`config.mk`:
```
export PLATFORM = sky130hd
export DESIGN_NAME = bram_stream_reader_flat
export DESIGN_NICKNAME = d
export VERILOG_FILES = /design/src/rtl/bram_stream_reader_pkg.sv /design/src/rtl/bram_stream_reader_if.sv /design/src/rtl/bram_stream_reader_stream_fifo2.sv /design/src/rtl/bram_stream_reader.sv /design/src/flat_wrapper.sv
export SDC_FILE = /design/constraint.sdc
export NUM_CORES = 1
export LEC_CHECK = 0
export CORE_UTILIZATION = 45
export CTS_CLUSTER_SIZE = 28
export DETAILED_ROUTE_END_ITERATION = 16
export GPL_TIMING_DRIVEN = 0
export PLACE_DENSITY = 0.74
export SYNTH_ARGS = -nofsm -noshare
export SYNTH_HDL_FRONTEND = slang
export SYNTH_SLANG_ARGS = --single-unit
export TNS_END_PERCENT = 30
```
`constraint.sdc`:
```
create_clock -name i_clk -period 3.49 [get_ports i_clk]
set_clock_uncertainty 0.05 [all_clocks]
set_input_delay 0.698 -clock i_clk [delete_from_list [all_inputs] [get_ports i_clk]]
set_output_delay 0.698 -clock i_clk [all_outputs]
set_load 0.02 [all_outputs]
```
`src/rtl/bram_stream_reader_pkg.sv`:
```
// Shared constants, FSM state type and address helper for the BRAM stream reader.
package bram_stream_reader_pkg;

  localparam int ADDR_W = 9;
  localparam int DATA_W = 16;
  localparam int DEPTH  = 1 << ADDR_W;

  // Counter values at the sweep boundaries; counters are one bit wider than the address.
  localparam logic [ADDR_W:0] CNT_END  = (ADDR_W + 1)'(DEPTH);
  localparam logic [ADDR_W:0] CNT_LAST = (ADDR_W + 1)'(DEPTH - 1);

  typedef enum logic [1:0] {
    ST_IDLE,
    ST_RUN,
    ST_DRAIN,
    ST_DONE
  } state_t;

  function automatic logic [ADDR_W-1:0] bit_reverse(input logic [ADDR_W-1:0] a);
    logic [ADDR_W-1:0] r;
    for (int i = 0; i < ADDR_W; i++) begin
      r[i] = a[ADDR_W-1-i];
    end
    return r;
  endfunction

endpackage

```
`src/rtl/bram_stream_reader_if.sv`:
```
// Control, BRAM read port and output stream of the BRAM stream reader.
interface bram_stream_reader_if;
  import bram_stream_reader_pkg::*;

  logic                     i_start;
  logic                     i_bitrev;
  logic                     o_busy;
  logic                     o_done;
  logic                     o_rd_en;
  logic        [ADDR_W-1:0] o_rd_addr;
  logic        [DATA_W-1:0] i_rd_data;
  logic signed [DATA_W-1:0] o_data;
  logic                     o_valid;
  logic                     i_ready;
  logic                     o_last;

  // Reader side
  modport master (
    input  i_start, i_bitrev, i_rd_data, i_ready,
    output o_busy, o_done, o_rd_en, o_rd_addr, o_data, o_valid, o_last
  );

  // Environment side: controller, BRAM and stream consumer
  modport slave (
    output i_start, i_bitrev, i_rd_data, i_ready,
    input  o_busy, o_done, o_rd_en, o_rd_addr, o_data, o_valid, o_last
  );

endinterface

```
`src/rtl/bram_stream_reader_stream_fifo2.sv`:
```
// Two-entry register FIFO (head/tail) that soaks up BRAM read latency and stream stalls.
module bram_stream_reader_stream_fifo2
  import bram_stream_reader_pkg::*;
(
  input  logic              clk,
  input  logic              rst_n,
  input  logic              push,
  input  logic [DATA_W-1:0] din,
  input  logic              pop,
  output logic [DATA_W-1:0] dout,
  output logic              empty,
  output logic [1:0]        count
);

  logic [DATA_W-1:0] head;
  logic [DATA_W-1:0] tail;
  logic [1:0]        cnt;

  // Head always holds the oldest word; a pop shifts tail into head.
  always_ff @(posedge clk) begin
    if (!rst_n) begin
      head <= '0;
      tail <= '0;
      cnt  <= 2'd0;
    end else begin
      unique case ({push, pop})
        2'b10: begin
          if (cnt == 2'd0) head <= din;
          else             tail <= din;
          cnt <= cnt + 2'd1;
        end
        2'b01: begin
          head <= tail;
          cnt  <= cnt - 2'd1;
        end
        2'b11: begin
          if (cnt == 2'd2) begin
            head <= tail;
            tail <= din;
          end else begin
            head <= din;
          end
        end
        default: ;
      endcase
    end
  end

  assign dout  = head;
  assign empty = (cnt == 2'd0);
  assign count = cnt;

  overflow_chk: assert property (@(posedge clk) disable iff (!rst_n)
    !(push && !pop && cnt == 2'd2));

  underflow_chk: assert property (@(posedge clk) disable iff (!rst_n)
    !(pop && cnt == 2'd0));

endmodule

```
`src/rtl/bram_stream_reader.sv`:
```
// Sweeps every BRAM address once (natural or bit-reversed order) and streams the words out.
module bram_stream_reader
  import bram_stream_reader_pkg::*;
(
  input logic                  i_clk,
  input logic                  i_rst_n,
  bram_stream_reader_if.master bus
);

  state_t            state;
  logic              busy;
  logic              done;
  logic              bitrev_q;
  logic [ADDR_W:0]   issue_cnt;
  logic [ADDR_W:0]   out_cnt;
  logic              inflight_p1;
  logic              rd_en;
  logic              pop;
  logic [2:0]        occ;
  logic [1:0]        fifo_cnt;
  logic              fifo_empty;
  logic [DATA_W-1:0] fifo_dout;

  assign pop = !fifo_empty && bus.i_ready;

  // Words held or on their way; a same-cycle pop frees a slot, which keeps 1 word/cycle.
  assign occ   = {1'b0, fifo_cnt} + {2'b00, inflight_p1};
  assign rd_en = (state == ST_RUN) && (issue_cnt != CNT_END) &&
                 (occ < (3'd2 + {2'b00, pop}));

  // Sweep control: start latch, issue/output counters and done/busy flags.
  always_ff @(posedge i_clk) begin
    if (!i_rst_n) begin
      state     <= ST_IDLE;
      busy      <= 1'b0;
      done      <= 1'b0;
      bitrev_q  <= 1'b0;
      issue_cnt <= '0;
      out_cnt   <= '0;
    end else begin
      done <= 1'b0;
      unique case (state)
        ST_IDLE: begin
          if (bus.i_start) begin
            state     <= ST_RUN;
            busy      <= 1'b1;
            bitrev_q  <= bus.i_bitrev;
            issue_cnt <= '0;
            out_cnt   <= '0;
          end
        end
        ST_RUN: begin
          if (rd_en) issue_cnt <= issue_cnt + 1'b1;
          if (issue_cnt == CNT_END) state <= ST_DRAIN;
        end
        ST_DRAIN: begin
          if (pop && out_cnt == CNT_LAST) begin
            state <= ST_DONE;
            busy  <= 1'b0;
            done  <= 1'b1;
          end
        end
        ST_DONE: state <= ST_IDLE;
        default: state <= ST_IDLE;
      endcase
      if (pop) out_cnt <= out_cnt + 1'b1;
    end
  end

  // Read-latency tracker: marks that i_rd_data carries a requested word this cycle.
  always_ff @(posedge i_clk) begin
    if (!i_rst_n) inflight_p1 <= 1'b0;
    else          inflight_p1 <= rd_en;
  end

  bram_stream_reader_stream_fifo2 u_fifo (
    .clk   (i_clk),
    .rst_n (i_rst_n),
    .push  (inflight_p1),
    .din   (bus.i_rd_data),
    .pop   (pop),
    .dout  (fifo_dout),
    .empty (fifo_empty),
    .count (fifo_cnt)
  );

  assign bus.o_rd_en   = rd_en;
  assign bus.o_rd_addr = bitrev_q ? bit_reverse(issue_cnt[ADDR_W-1:0])
                                  : issue_cnt[ADDR_W-1:0];
  assign bus.o_valid   = !fifo_empty;
  assign bus.o_data    = fifo_dout;
  assign bus.o_last    = !fifo_empty && (out_cnt == CNT_LAST);
  assign bus.o_busy    = busy;
  assign bus.o_done    = done;

endmodule

```
`src/flat_wrapper.sv`:
```
// flat-port wrapper written by rule: the top's interface ports become plain ports
module bram_stream_reader_flat import bram_stream_reader_pkg::*;
  (i_clk, i_rst_n, bus_i_start, bus_i_bitrev, bus_i_rd_data, bus_i_ready, bus_o_busy, bus_o_done, bus_o_rd_en, bus_o_rd_addr, bus_o_data, bus_o_valid, bus_o_last);
  bram_stream_reader_if bus_i ();
  input logic i_clk;
  input logic i_rst_n;
  input wire logic [$bits(bus_i.i_start)-1:0] bus_i_start;
  input wire logic [$bits(bus_i.i_bitrev)-1:0] bus_i_bitrev;
  input wire logic [$bits(bus_i.i_rd_data)-1:0] bus_i_rd_data;
  input wire logic [$bits(bus_i.i_ready)-1:0] bus_i_ready;
  output wire logic [$bits(bus_i.o_busy)-1:0] bus_o_busy;
  output wire logic [$bits(bus_i.o_done)-1:0] bus_o_done;
  output wire logic [$bits(bus_i.o_rd_en)-1:0] bus_o_rd_en;
  output wire logic [$bits(bus_i.o_rd_addr)-1:0] bus_o_rd_addr;
  output wire logic [$bits(bus_i.o_data)-1:0] bus_o_data;
  output wire logic [$bits(bus_i.o_valid)-1:0] bus_o_valid;
  output wire logic [$bits(bus_i.o_last)-1:0] bus_o_last;
  assign bus_i.i_start = bus_i_start;
  assign bus_i.i_bitrev = bus_i_bitrev;
  assign bus_i.i_rd_data = bus_i_rd_data;
  assign bus_i.i_ready = bus_i_ready;
  assign bus_o_busy = bus_i.o_busy;
  assign bus_o_done = bus_i.o_done;
  assign bus_o_rd_en = bus_i.o_rd_en;
  assign bus_o_rd_addr = bus_i.o_rd_addr;
  assign bus_o_data = bus_i.o_data;
  assign bus_o_valid = bus_i.o_valid;
  assign bus_o_last = bus_i.o_last;
  bram_stream_reader u_core (.i_clk(i_clk), .i_rst_n(i_rst_n), .bus(bus_i));
endmodule
```
* Word level (Yosys, flattened, before mapping) *
Index checks and enable logic that the tools add are counted.

cells by class
  muxes and demuxes = 21
  equal/unequal tests = 17
  order comparisons = 1
  $add $sub $neg = 6
  reduce and logical (&&, ||, !) cells = 23

operators by type and width
  operator                                               count
  2-to-1 mux 16 bit                                      4
  case mux 16 bit (3 select lines)                       1
  2-to-1 mux 10 bit                                      4
  case mux 16 bit (2 select lines)                       1
  adder 10 x 1 -> 10 bit, second input constant          2
  case mux 10 bit (2 select lines)                       1
  AND reduction 3 bit                                    4
  nonzero test 2 bit                                     6
  == test 10 bit, second input constant                  1
  == test 10 x 9 -> 1 bit, second input constant         1
  == test 2 bit, second input constant                   5
  inequality test 10 bit, second input constant          1
  inequality test 2 bit, second input constant           5
  2-to-1 mux 9 bit                                       1
  case mux 2 bit (4 select lines)                        1
  AND reduction 2 bit                                    4
  2-to-1 mux 2 bit                                       3
  logical AND 1 bit                                      5
  == test 2 x 1 -> 1 bit, second input constant          2
  logical NOT 2 bit                                      2
  inequality test 2 x 1 -> 1 bit, second input constant  2
  case mux 2 bit (2 select lines)                        1
  adder 2 x 1 -> 3 bit                                   1
  adder 2 x 1 -> 3 bit, first input constant             1
  other kinds (7)                                        9

word-level totals
  input port bits = 21
  word-level logic and storage cells = 78
  register bits after elaboration = 60

* Logic depth before layout (Yosys ltp) *
  depth after elaboration = 8
  gate-level depth with buffers = 12
  gate-level depth less buffers = 8

* Modules after synthesis *
From an unflattened synthesis, not the netlist that was laid out.

second synthesis, totals
  cells, all modules = 414
  area total of the unflattened synthesis = 3,384.5 um^2

by module, submodules not included
  module                           instances  area each (um^2)  cells an instance  sequential area each (um^2)
  bram_stream_reader               1          1,707.9           218                520.5
  bram_stream_reader_stream_fifo2  1          1,676.6           196                680.7

* Worst setup path before layout *
No wires, ideal clock.

  path kind = in2reg
  from = input port bus_i_ready
  to = register u_core.u_fifo.tail[10]
  slack = 0.798 ns
  arrival time = 2.514 ns
  stages on the path = 9
  path through = o21ai_2 > inv_1 > clkbuf_1 > ha_1 > nor2_1 > a211oi_2 > buf_2 > mux2i_1 > nor2_1

between the ends
  longest elaborated chain between the ends = 4
  elaborated cells on any way between the ends = 8
  those cells by class = 4 x eq/ne; 1 x mux; 3 x reduce/logical

RTL lines
  what                                                                   RTL line                               RTL
  from (decl)                                                            flat_wrapper.sv:10                     input wire logic [$bits(bus_i.i_ready)-1:0] bus_i_ready;
  logical AND 1 bit (*)                                                  bram_stream_reader.sv:24               assign pop = !fifo_empty && bus.i_ready;
  == test 2 bit                                                          bram_stream_reader_stream_fifo2.sv:26  unique case ({push, pop})
  inequality test 2 bit (no line) or nonzero test 2 bit (tied branches)  -
  AND reduction 3 bit (no line)                                          -
  to (signal assigned)                                                   bram_stream_reader_stream_fifo2.sv:29  else tail <= din;
  to (signal assigned)                                                   bram_stream_reader_stream_fifo2.sv:39  tail <= din;
  to (decl)                                                              bram_stream_reader_stream_fifo2.sv:16  logic [DATA_W-1:0] tail;

Every way passes the cells marked *; elsewhere a longest branch is shown, timed or not.
A chain may end at the register's enable or synchronous reset.

* Worst setup path after layout *
  from = input port bus_i_ready
  to = output port bus_o_rd_en

between the ends
  longest elaborated chain between the ends = 4

RTL lines
  what                        RTL line                  RTL
  logical AND 1 bit           bram_stream_reader.sv:24
  adder 2 x 1 -> 3 bit        bram_stream_reader.sv:29  (occ < (3'd2 + {2'b00, pop}));
  less-than comparator 3 bit  bram_stream_reader.sv:29
  logical AND 1 bit           bram_stream_reader.sv:28  assign rd_en = (state == ST_RUN) && (issue_cnt != CNT_END) &&
  to (decl)                   flat_wrapper.sv:13        output wire logic [$bits(bus_i.o_rd_en)-1:0] bus_o_rd_en;

Every way passes these cells.

==> results.md <==
- Outcome: complete, no violations
- Peak Freq: 0.2987 GHz
- DR vias: 2837
- Most common cell after layout, fill and taps aside: dfxtp_1
- Number of DRC markers in iteration 0: 156
- Reg2reg path depth: 10
- CTS Buffer Depth: 2
- RSZ-0062 raised after global routing: false
- Initial Util: 46.42%
- Max Cap Viol: 0
- GR Util All Layers: 22.04%
- Antenna Nets Post-Route: 0
- Gpl congestion: 0.9083
- Worst-path clk slew: 60 ps
- CTS H-tree lvls: 3
- Total Wirelength: 7323 µm
- N_diodes: 0
- Slowest CP cell: clkdlybuf4s50_1
- Cts bufs inserted: 9
- Synthesis-to-layout area growth: 26.99%
- Netlist cell types: 47
- Final worst-path setup slack: 141.8 ps
- CP Capture Type: primary output
- Pre-CTS setup slack: -202.2 ps
- EDFF count, synth: 0
- Required @ worst endpoint: 2740 ps
- Worst slew margin: 61.22%
- WL/cell: 14.91 µm
- P per Cell Area: 730.6 nW/µm²
- Yosys reg bits: 60
- Root buf cell: clkbuf_8
- Reg2reg end: u_core.u_fifo.tail[13]
- Port bufs: 49
- Worst Path Max Fanout: 12
- Core Area: 6350 µm²
- Prevailing post-synth register cell: dfxtp_1
- First-pass GRT wire length: 12240 µm
- DRC Markers: 0
- DR vias/cell: 5.778
- Die W: 82.94 µm
- Largest net degree at the start of global routing: 12
- Cell count along the critical path: 6
- Reg-to-reg startpoint: u_core.u_fifo.count[0]
- Worst skew pair latency: 340 ps
- Tcrit/Tclk final: 95.94%
- Hold slack: 431.6 ps
- Total power: 2.735 mW
- Std cell rows: 29
- HP Class: flip-flop to flip-flop
- Pre-antenna DRT Iters: 5
- P_leak: 1.376 nW
- R2r setup slk: 530 ps
- Max incr delay on CP: 620 ps
- # IOs: 51
- Crit path cell chain: clkdlybuf4s50_1 > o21ai_2 > o21ai_2 > nand3_4 > nor2_1 > clkdlybuf4s50_1
- Hpwl dp: 5206 µm
- Share of cells above drive strength 1: 8.937%
- Post-Syn Area: 2948 µm²
- Post-CTS Repair Setup Buffers: 0
- Final instance count without filler cells: 491
- Final Hold Viols: 0
- Beginning of the critical path: bus_i_ready
- Synth Net Count: 382
- Initial antenna violation count: 0
- Final setup vio count: 0
- Final nets: 441
- Highest-count cells in the layout ignoring fill and taps: dfxtp_1, nor2_1, clkdlybuf4s50_1
- Final slew viol count: 0
- Minimum clock period: 3348 ps
- Synth async-reset ratio: 0%
- Worst path top cell family by delay: buffers and inverters
- Ys Warns: 0
- Grt total ovfl: 0
- CTS Sinks: 60
- Arrival time at the worst endpoint: 2600 ps
- Placed cells: 476
- Die area: 6878 µm²
- Post-Syn Instances: 350
- Crit path buf inv count: 2
- CTS tree: done
- CP Class: primary input to primary output
- Worst Setup EP: bus_o_rd_en
- Via count of the first global-routing pass: 2612
- Worst slew pin tran: 577.8 ps
- Sequential fraction of the synthesis area: 40.75%
- Setup crit start kind: primary input
- VDD IR-drop max: 0.4273 mV
- Die Y: 82.94 µm
- Mean post-synth cell area: 8.422 µm²
## power breakdown
group	leakage (nW)	internal, mW	total, mW	switching (mW)
logic	0.796	0.493	1.22	0.731
registers	0.487	0.820	0.912	0.0923
clock network	0.0931	0.326	0.599	0.272
## synthesized netlist by cell type, types with 6 or more instances
library cell | n | share of area, %
mux2i_1 | 19 | 6.5
ha_1 | 11 | 4.7
clkbuf_1 | 14 | 1.8
nand3_1 | 16 | 2.7
nand2_1 | 22 | 2.8
inv_1 | 16 | 2.0
dfxtp_1 | 60 | 41
nand4_1 | 6 | 1.3
o21ai_0 | 12 | 2.0
nor3_1 | 24 | 4.1
nor2_1 | 51 | 6.5
a221oi_1 | 16 | 4.8
a21oi_1 | 18 | 3.1
## per-layer routing
metal	share of wire, %	global-route usage [%]	up-vias
li1	-	-	1381
met4	2.0	7.994	0
met1	45	29.08	1346
met5	0	0	-
met3	5.5	5.567	13
met2	48	34.87	97
## cells by family (layout without fill, tap and decap cells)
group                      Yosys count  count (layout)  synth area share [%]
DFF                                 60              60                 40.75
xor gates and xnor gates             2               2                0.5943
muxes                               24              24                 8.361
buffers and inverters               40             104                 5.730
adders and majority gates           11              11                 4.669
and+or+nand+nor                    137             137                 22.03
AOI/OAI and AO/OA                   76              76                 17.87
## state kept, by name, indices dropped and copies added (netlist names)
signal,count
u_core.bus.o_busy,1
u_core.u_fifo.tail,16
u_core.inflight_p1,1
u_core.u_fifo.count,2
u_core.out_cnt,10
u_core.bitrev_q,1
u_core.u_fifo.dout,16
u_core.bus.o_done,1
u_core.state,2
u_core.issue_cnt,10
## metrics by stage
stage	instance area (µm²)	utilization, %	TNS (ps)
after floorplan	2948	-	0
after global placement	3535	55.67	-1843
after detailed placement	3535	55.67	-2135
after CTS	3722	58.62	0
after global routing	3744	58.96	0
final	3744	58.96	0
## worst min-delay path by stage
| stage | slack (ps) | depth (start not counted) | from | to |
|---|---|---|---|---|
| floorplan | 390 | 1 | u_core.out_cnt[4] | u_core.out_cnt[4] |
| global placement | 410 | 1 | u_core.out_cnt[4] | u_core.out_cnt[4] |
| detailed placement | 420 | 1 | u_core.out_cnt[4] | u_core.out_cnt[4] |
| CTS | 430 | 1 | u_core.out_cnt[4] | u_core.out_cnt[4] |
| global route | 460 | 1 | u_core.out_cnt[4] | u_core.out_cnt[4] |
| finish | 430 | 1 | u_core.out_cnt[4] | u_core.out_cnt[4] |
## area by class of cell
class,instances,area [µm²]
clock buffers,11,131.4
well taps,77,96.34
clock inverters,5,52.55
plain buffers,23,106.4
repair buffers,49,490.5
multi-input cells,250,1605
inverters,16,60.06
flip-flops and latches,60,1201
fillers,588,2606
## worst reg2reg max path, stage by stage (launching register included)
cell	delay, ps
dfxtp_1	330
buf_2	200
o21ai_2	140
inv_1	90
clkbuf_1	390
ha_1	360
nor2_1	110
a211oi_4	460
buf_2	400
mux2i_1	230
nor2_1	60
## timing repair
action | in CTS | in global routing
setup endpoints to repair | 1 | 11
resized for setup | 1 | 6
hold buffers | 0 | 0
pin swaps | 0 | 0
(Power assumes the default switching activity.)
